[src/rtl/fp_pkg.sv]
// Shared types and constant helpers for the pipelined floating-point adder.
// Latency: n/a (package only).
// Backpressure: n/a (package only).
package fp_pkg;

    // Operand classification; denormals are flushed into FP_ZERO.
    typedef enum logic [1:0] {
        FP_ZERO,
        FP_NORM,
        FP_INF,
        FP_NAN
    } fp_class_t;

    // Issue-to-done latency in clock cycles.
    localparam int LATENCY = 4;

    // Special-value outcome, resolved at unpack time and carried to the pack stage.
    typedef struct packed {
        logic is_nan;     // any NaN operand, or +INF + -INF
        logic is_inf;     // at least one INF operand (and no NaN)
        logic inf_sign;   // effective sign of that INF
        logic is_zero;    // both operands zero
        logic zero_sign;  // sign of a zero+zero sum (-0 only for -0 + -0)
    } fp_spec_t;

    // Per-op control payload travelling down the pipeline alongside the datapath.
    typedef struct packed {
        logic     sign_l;   // sign of the larger-magnitude operand
        logic     eff_sub;  // operand signs differ after the sub adjustment
        fp_spec_t spec;
    } fp_ctl_t;

    function automatic logic [63:0] fp_bias(input int exp_w);
        return (64'd1 << (exp_w - 1)) - 64'd1;
    endfunction

    function automatic logic [63:0] fp_exp_ones(input int exp_w);
        return (64'd1 << exp_w) - 64'd1;
    endfunction

    // Canonical quiet NaN: {0, all-ones exponent, 1 followed by zeros}.
    function automatic logic [63:0] fp_qnan(input int exp_w, input int man_w);
        return (fp_exp_ones(exp_w) << man_w) | (64'd1 << (man_w - 1));
    endfunction

endpackage

[src/rtl/fp_add_pipe_lzc.sv]
// Combinational leading-zero counter; an all-zero input yields WIDTH.
// Latency: 0 cycles (pure combinational).
// Backpressure: none.
// Ports: din = vector to scan (MSB first), cnt = number of leading zeros.
module fp_lzc #(
    parameter  int WIDTH = 27,
    localparam int CW    = $clog2(WIDTH + 1)
) (
    input  logic [WIDTH-1:0] din,
    output logic [CW-1:0]    cnt
);

    // Scan from LSB upward so the highest set bit is the last one to win.
    always_comb begin
        cnt = CW'(WIDTH);
        for (int i = 0; i < WIDTH; i++) begin
            if (din[i]) begin
                cnt = CW'(WIDTH - 1 - i);
            end
        end
    end

endmodule

[src/rtl/fp_add_pipe.sv]
// Pipelined IEEE-754 style adder/subtractor: unpack, align, add, normalise/pack.
// Latency: op accepted at edge N (_go=1, stall=0) gives done/Result after edge N+4; 1 op/cycle.
// Backpressure: stall=1 freezes every stage and the output; _go is ignored while stalled.
// Optional build macro FP_ADD_ROUND_EN: round-to-nearest-even; otherwise truncate.
// Ports: clk, reset (sync, active-high), _go (op valid), stall (global freeze),
//        sub (1: Number1-Number2), Number1/Number2 (operands), Result (sum), done (result valid).
module fp_add_pipe
    import fp_pkg::*;
#(
    parameter  int EXP_W = 8,
    parameter  int MAN_W = 23,
    localparam int W     = 1 + EXP_W + MAN_W
) (
    input  logic         clk,
    input  logic         reset,
    input  logic         _go,
    input  logic         stall,
    input  logic         sub,
    input  logic [W-1:0] Number1,
    input  logic [W-1:0] Number2,
    output logic [W-1:0] Result,
    output logic         done
);

    localparam int GW  = MAN_W + 4;          // hidden + fraction + guard/round/sticky
    localparam int SW  = GW + 1;             // plus carry
    localparam int LZW = $clog2(GW + 1);
    localparam int EW  = EXP_W + 2;          // room for exponent over/underflow (two's complement)
    localparam logic [EXP_W-1:0] EXP_ONES = EXP_W'(fp_exp_ones(EXP_W));
    localparam logic [W-1:0]     QNAN     = W'(fp_qnan(EXP_W, MAN_W));

    logic advance;
    assign advance = !stall;

    function automatic fp_class_t classify(input logic [EXP_W-1:0] e, input logic [MAN_W-1:0] f);
        if (e == '0) begin
            return FP_ZERO;
        end else if (e == EXP_ONES) begin
            return (f == '0) ? FP_INF : FP_NAN;
        end else begin
            return FP_NORM;
        end
    endfunction

    // ---------------- operand capture ----------------
    logic         s0_vld;
    logic [W-1:0] s0_a;
    logic [W-1:0] s0_b;
    logic         s0_sub;

    always_ff @(posedge clk) begin
        if (reset) begin
            s0_vld <= 1'b0;
        end else if (advance) begin
            s0_vld <= _go;
            s0_a   <= Number1;
            s0_b   <= Number2;
            s0_sub <= sub;
        end
    end

    // ---------------- S1: unpack / classify / swap ----------------
    logic             sign_a, sign_b;
    logic [EXP_W-1:0] exp_a, exp_b;
    logic [MAN_W-1:0] frac_a, frac_b;
    fp_class_t        cls_a, cls_b;
    logic [MAN_W:0]   man_a, man_b;
    logic             a_is_l;
    logic [EXP_W-1:0] c1_exp_l, c1_exp_s;
    logic [MAN_W:0]   c1_man_l, c1_man_s;
    fp_ctl_t          c1_ctl;

    assign sign_a = s0_a[W-1];
    assign exp_a  = s0_a[W-2:MAN_W];
    assign frac_a = s0_a[MAN_W-1:0];
    assign sign_b = s0_b[W-1] ^ s0_sub;
    assign exp_b  = s0_b[W-2:MAN_W];
    assign frac_b = s0_b[MAN_W-1:0];
    assign cls_a  = classify(exp_a, frac_a);
    assign cls_b  = classify(exp_b, frac_b);
    assign man_a  = (cls_a == FP_NORM) ? {1'b1, frac_a} : '0;
    assign man_b  = (cls_b == FP_NORM) ? {1'b1, frac_b} : '0;
    assign a_is_l = {exp_a, man_a} >= {exp_b, man_b};

    always_comb begin
        if (a_is_l) begin
            c1_exp_l      = exp_a;
            c1_exp_s      = exp_b;
            c1_man_l      = man_a;
            c1_man_s      = man_b;
            c1_ctl.sign_l = sign_a;
        end else begin
            c1_exp_l      = exp_b;
            c1_exp_s      = exp_a;
            c1_man_l      = man_b;
            c1_man_s      = man_a;
            c1_ctl.sign_l = sign_b;
        end
        c1_ctl.eff_sub        = sign_a ^ sign_b;
        c1_ctl.spec.is_nan    = (cls_a == FP_NAN) || (cls_b == FP_NAN) ||
                                ((cls_a == FP_INF) && (cls_b == FP_INF) && (sign_a != sign_b));
        c1_ctl.spec.is_inf    = (cls_a == FP_INF) || (cls_b == FP_INF);
        c1_ctl.spec.inf_sign  = (cls_a == FP_INF) ? sign_a : sign_b;
        c1_ctl.spec.is_zero   = (cls_a == FP_ZERO) && (cls_b == FP_ZERO);
        c1_ctl.spec.zero_sign = sign_a & sign_b;
    end

    logic             s1_vld;
    fp_ctl_t          s1_ctl;
    logic [EXP_W-1:0] s1_exp_l, s1_d;
    logic [MAN_W:0]   s1_man_l, s1_man_s;

    always_ff @(posedge clk) begin
        if (reset) begin
            s1_vld <= 1'b0;
        end else if (advance) begin
            s1_vld   <= s0_vld;
            s1_ctl   <= c1_ctl;
            s1_exp_l <= c1_exp_l;
            s1_d     <= c1_exp_l - c1_exp_s;
            s1_man_l <= c1_man_l;
            s1_man_s <= c1_man_s;
        end
    end

    // ---------------- S2: align smaller operand ----------------
    logic [GW-1:0] ext_s, shifted, c2_man_s;
    logic          lost;

    assign ext_s    = {s1_man_s, 3'b000};
    assign shifted  = ext_s >> s1_d;
    assign lost     = |(ext_s & ~({GW{1'b1}} << s1_d));
    // Far-apart exponents collapse the small operand into the sticky bit alone.
    assign c2_man_s = (32'(s1_d) >= MAN_W + 3) ? {{(GW-1){1'b0}}, |s1_man_s}
                                               : {shifted[GW-1:1], shifted[0] | lost};

    logic             s2_vld;
    fp_ctl_t          s2_ctl;
    logic [EXP_W-1:0] s2_exp_l;
    logic [GW-1:0]    s2_man_l, s2_man_s;

    always_ff @(posedge clk) begin
        if (reset) begin
            s2_vld <= 1'b0;
        end else if (advance) begin
            s2_vld   <= s1_vld;
            s2_ctl   <= s1_ctl;
            s2_exp_l <= s1_exp_l;
            s2_man_l <= {s1_man_l, 3'b000};
            s2_man_s <= c2_man_s;
        end
    end

    // ---------------- S3: add / subtract + leading-zero count ----------------
    // L >= S in magnitude, so the subtraction never goes negative.
    logic [SW-1:0]  c3_sum;
    logic [LZW-1:0] c3_lz;

    assign c3_sum = s2_ctl.eff_sub ? ({1'b0, s2_man_l} - {1'b0, s2_man_s})
                                   : ({1'b0, s2_man_l} + {1'b0, s2_man_s});

    fp_lzc #(.WIDTH(GW)) u_lzc (
        .din (c3_sum[GW-1:0]),
        .cnt (c3_lz)
    );

    logic             s3_vld;
    logic             s3_sign;
    fp_spec_t         s3_spec;
    logic [EXP_W-1:0] s3_exp;
    logic [SW-1:0]    s3_sum;
    logic [LZW-1:0]   s3_lz;

    always_ff @(posedge clk) begin
        if (reset) begin
            s3_vld <= 1'b0;
        end else if (advance) begin
            s3_vld  <= s2_vld;
            s3_sign <= s2_ctl.sign_l;
            s3_spec <= s2_ctl.spec;
            s3_exp  <= s2_exp_l;
            s3_sum  <= c3_sum;
            s3_lz   <= c3_lz;
        end
    end

    // ---------------- S4: normalise / round / pack ----------------
    logic [GW-1:0]    norm;
    logic [EW-1:0]    e_n, e_f;
    logic [MAN_W:0]   mant;
    logic [MAN_W-1:0] frac_f;
    logic [W-1:0]     c4_res;

    always_comb begin
        if (s3_sum[GW]) begin
            // Carry out: shift right once, folding the dropped bit into sticky.
            norm = {s3_sum[GW:2], s3_sum[1] | s3_sum[0]};
            e_n  = EW'(s3_exp) + EW'(1);
        end else begin
            norm = s3_sum[GW-1:0] << s3_lz;
            e_n  = EW'(s3_exp) - EW'(s3_lz);
        end
    end

    assign mant = norm[GW-1:3];

`ifdef FP_ADD_ROUND_EN
    logic             rnd_inc;
    logic [MAN_W+1:0] mr;

    assign rnd_inc = norm[2] & (norm[1] | norm[0] | mant[0]);
    assign mr      = {1'b0, mant} + {{(MAN_W+1){1'b0}}, rnd_inc};
    // Rounding can carry into a new leading bit: renormalise once more.
    assign frac_f  = mr[MAN_W+1] ? mr[MAN_W:1] : mr[MAN_W-1:0];
    assign e_f     = mr[MAN_W+1] ? (e_n + EW'(1)) : e_n;
`else
    // Truncation: guard/round/sticky are produced upstream but not consumed here.
    logic unused_grs;

    assign unused_grs = ^{mant[MAN_W], norm[2:0]};
    assign frac_f     = mant[MAN_W-1:0];
    assign e_f        = e_n;
`endif

    always_comb begin
        c4_res = {s3_sign, e_f[EXP_W-1:0], frac_f};
        if (s3_spec.is_nan) begin
            c4_res = QNAN;
        end else if (s3_spec.is_inf) begin
            c4_res = {s3_spec.inf_sign, EXP_ONES, {MAN_W{1'b0}}};
        end else if (s3_spec.is_zero) begin
            c4_res = {s3_spec.zero_sign, {(W-1){1'b0}}};
        end else if (s3_sum == '0) begin
            c4_res = '0;  // exact cancellation is +0
        end else if (!e_f[EW-1] && (e_f >= EW'(EXP_ONES))) begin
            c4_res = {s3_sign, EXP_ONES, {MAN_W{1'b0}}};
        end else if (e_f[EW-1] || (e_f == '0)) begin
            c4_res = {s3_sign, {(W-1){1'b0}}};
        end
    end

    always_ff @(posedge clk) begin
        if (reset) begin
            done   <= 1'b0;
            Result <= '0;
        end else if (advance) begin
            done <= s3_vld;
            if (s3_vld) begin
                Result <= c4_res;
            end
        end
    end

endmodule

[config.mk]
export PLATFORM = sky130hd
export DESIGN_NAME = fp_add_pipe
export DESIGN_NICKNAME = d
export VERILOG_FILES = /design/src/rtl/fp_pkg.sv /design/src/rtl/fp_add_pipe_lzc.sv /design/src/rtl/fp_add_pipe.sv
export SDC_FILE = /design/constraint.sdc
export NUM_CORES = 1
export LEC_CHECK = 0
export ABC_AREA = 1
export BUFFER_PORTS_ARGS = -buffer_cell sky130_fd_sc_hd__buf_2
export CORE_MARGIN = 2
export CORE_UTILIZATION = 40
export CTS_BUF_LIST = sky130_fd_sc_hd__clkbuf_4 sky130_fd_sc_hd__clkbuf_8
export DETAILED_ROUTE_END_ITERATION = 7
export PLACE_DENSITY = 0.57
export SLEW_MARGIN = 15
export SYNTH_ARGS = -nofsm -noshare
export SYNTH_HDL_FRONTEND = slang
export SYNTH_SLANG_ARGS = --single-unit
[constraint.sdc]
create_clock -name clk -period 39.2 [get_ports clk]
set_input_delay 5.88 -clock clk [delete_from_list [all_inputs] [get_ports clk]]
set_output_delay 5.88 -clock clk [all_outputs]
set_load 0.01 [all_outputs]
==> results.json <==
{
  "cts_resized": 0,
  "worstHoldPathCells": 0,
  "synth_cells": 2111,
  "ir_drop_mv": 0.0283,
  "cts_max_level": 2,
  "final_nets": 2352,
  "hold_viol": 0,
  "setup_tns_ps": 0,
  "grt_max_degree": 82,
  "die_w_um": 213,
  "period_share_pct": 21.7,
  "endpoint_kind": "flip-flop",
  "synth.cell_area_um2": 17500,
  "post-cts-setup-buffers": 0,
  "dp_hpwl_um": 33400,
  "cts_tree": "built",
  "synth_edf_count": 249,
  "final.min_clock_period_ps": 8520,
  "yosysUniqueCellTypes": 67,
  "final_cells": 2812,
  "required_ps": 39440,
  "final.setup.worst_slack_ps": 30680,
  "status": "finished, final reports clean",
  "rrSetupSlack_ps": 32540,
  "first_pass_iters": 5,
  "layout-drive-gt1-share_pct": 11.4,
  "coreArea_um2": 43200,
  "first_iter_violations": 1003,
  "grt_pass1_vias": 14000,
  "synthTopCellsByArea": "edfxtp_1 (43%), nand2_1 (11%), ha_1 (6.3%), inv_1 (5.6%), o21ai_0 (5.5%)",
  "hold_path.startpoint": "s2_exp_l[0]",
  "p_comb_share_pct": 18.3,
  "power.density_nw_per_um2": 38.9,
  "clkPwrFrac_pct": 33.5,
  "ys_seq_area_share_pct": 46.9,
  "synthArstFlopShare_pct": 0,
  "cts_buffer_depth": 3,
  "vias_per_cell": 5.13,
  "yosys.area.top_type": "edfxtp_1",
  "final_antenna_net_count": 0,
  "reg2reg_depth": 24,
  "grt.total_usage_pct": 19.5,
  "syn_avg_cell_area_um2": 8.30,
  "holdBufCountCts": 0,
  "cts_buffers": 50,
  "place_ws_ps": 29940,
  "diodes": 0,
  "synth-main-ff-cell": "edfxtp_1",
  "cap_violations": 0,
  "start_kind": "input port",
  "sequentialPowerShare_pct": 48.2,
  "drv_slew": 0,
  "synth-seq-cells": 286,
  "hold_end": "s3_exp[0]",
  "relSlewSlack_pct": 31.5,
  "setup_violations": 0,
  "tightest_slew_ps": 1020,
  "finClkSkew_ps": 41.4,
  "place_congestion": 0.896,
  "worst-setup-path-type": "in -> reg",
  "vias": 14400,
  "switchingPower_uw": 227,
  "max_freq_mhz": 117,
  "place.port_buffers": 101,
  "dp_cells": 2726,
  "cts_sinks": 286,
  "drcViolationCount": 0,
  "cp_max_fo": 81,
  "cts_root_buffer": "clkbuf_8",
  "area_growth_pct": 10.7,
  "grt_pass1_wl_um": 70600,
  "start_util_pct": 40.6,
  "synth_top_area_share_pct": 42.7,
  "leakagePower_uw": 0.00845,
  "hold_path_class": "reg -> reg",
  "die_h_um": 213,
  "ios": 102,
  "cts.clk_slew.worst_paths_ps": 50,
  "insertion_delay_ps": 630,
  "routed_wirelength_um": 43400,
  "dieArea_um2": 45500,
  "ys.warnings.count": 0,
  "sw_frac_of_total_pct": 30.1,
  "rsz0062_at_grt": "false",
  "rr_endpoint": "s1_d[7]",
  "syn-num-nets": 2270,
  "core.rowCount": 76,
  "wl_per_cell_um": 15.4,
  "reg2reg_from": "s0_a[12]",
  "antenna_found_initial": 1,
  "grt_overflow": 0,
  "internal_power_uw": 528,
  "crit_arrival_ps": 8770
}
## worst max-delay path by stage
stage,startpoint,to,cells past startpoint
final,reset,s0_b[1],4
after global routing,reset,s0_b[1],4
after CTS,reset,s0_b[1],4
after detailed placement,reset,s0_a[11],4
after global placement,reset,s0_a[11],4
after floorplan,reset,s0_a[0],3
## sequential cells by signal (all words and copies together), names as in the netlist, 5 cells and up
name,cells
Result,32
s0_a,32
s0_b,32
s3_sum,28
s2_man_s,27
s1_man_l,24
s1_man_s,24
s2_man_l,24
s1_d,8
s1_exp_l,8
s2_exp_l,8
s3_exp,8
s1_ctl,7
s2_ctl,7
s3_lz,5
s3_spec,5
## synthesized netlist by cell type, types with 6 or more instances
master / n
nand2_1: 526
inv_1: 261
edfxtp_1: 249
o21ai_0: 193
nor2_1: 158
a21oi_1: 122
nand3_1: 89
ha_1: 88
clkbuf_1: 65
o22ai_1: 38
dfxtp_1: 37
o211ai_1: 23
nand4_1: 22
nor3_1: 19
nor4_1: 18
mux2i_1: 17
nand2_2: 16
xor2_1: 15
or2_2: 13
o221ai_1: 11
a31oi_1: 9
inv_2: 9
a211oi_1: 7
a21o_1: 6
buf_1: 6
clkinv_1: 6
o21ai_1: 6
## area by class of cell
| cell class | instances | area [um2] |
|---|---|---|
| timing repair buffer | 111 | 581 |
| inverter | 276 | 1040 |
| sequential | 286 | 8220 |
| fill | 4352 | 23800 |
| tap | 585 | 732 |
| clock inverter | 25 | 145 |
| clock buffer | 61 | 771 |
| multi-input combinational | 1468 | 7920 |
## layout by cell type, fill, tap and decap left out, types with 9 or more instances in the layout
cell and count:
o211ai_1 23, inv_2 9, nor2_1 156, buf_4 10, o21ai_0 193, clkinv_2 9
o22ai_1 38, clkinv_1 16, a21oi_1 122, clkbuf_8 50, edfxtp_1 249, buf_2 101
clkbuf_4 11, o221ai_1 11, nor4_1 18, ha_1 88, xor2_1 15, inv_1 261
a31oi_1 9, dfxtp_1 37, nand4_1 22, nand2_1 526, nor3_1 19, or2_2 13
nand2_2 16, nand3_1 89, mux2i_1 17
## layer usage
metal	up-vias	global-route usage, %	wire length (um)
met4	2	7.09	1370
met1	6606	25.6	19800
met2	345	32.1	20000
met3	91	3.99	2180
met5	-	0	13
li1	7374	-	-
## critical path, stage by stage
cell	delay (ps)
buf_2	260
nor2_4	820
buf_4	860
buf_4	860
## metrics by stage
step | util (%) | total power, uW | cell area (um2) | hold WS (ps)
6_report | 44.9 | 756 | 19400 | 413
5_1_grt | 44.9 | 801 | 19400 | 422
4_1_cts | 44.9 | 766 | 19400 | 418
3_5_place_dp | 42.8 | 508 | 18500 | 405
3_3_place_gp | 42.8 | 507 | 18500 | 404
2_1_floorplan | - | 473 | 17500 | 400
## power groups by stage
| stage | registers, uW | clock network, uW | logic, uW |
|---|---|---|---|
| floorplan | 369 | 0 | 103 |
| CTS | 364 | 264 | 138 |
| detailed placement | 370 | 0 | 137 |
| global route | 366 | 277 | 158 |
| global placement | 370 | 0 | 137 |
| finish | 364 | 253 | 138 |
## cell families (layout without fill, tap and decap cells)
kind of cell	Yosys count	count (layout)	synth area share, %
buffers and inverters	357	473	8.00
adders and majority gates	90	90	6.51
and+or+nand+nor	884	884	21.5
DFF	286	286	46.9
muxes	17	17	0.971
AOI/OAI and AO/OA	458	458	15.2
xor gates and xnor gates	19	19	0.950
(Power assumes the default switching activity.)
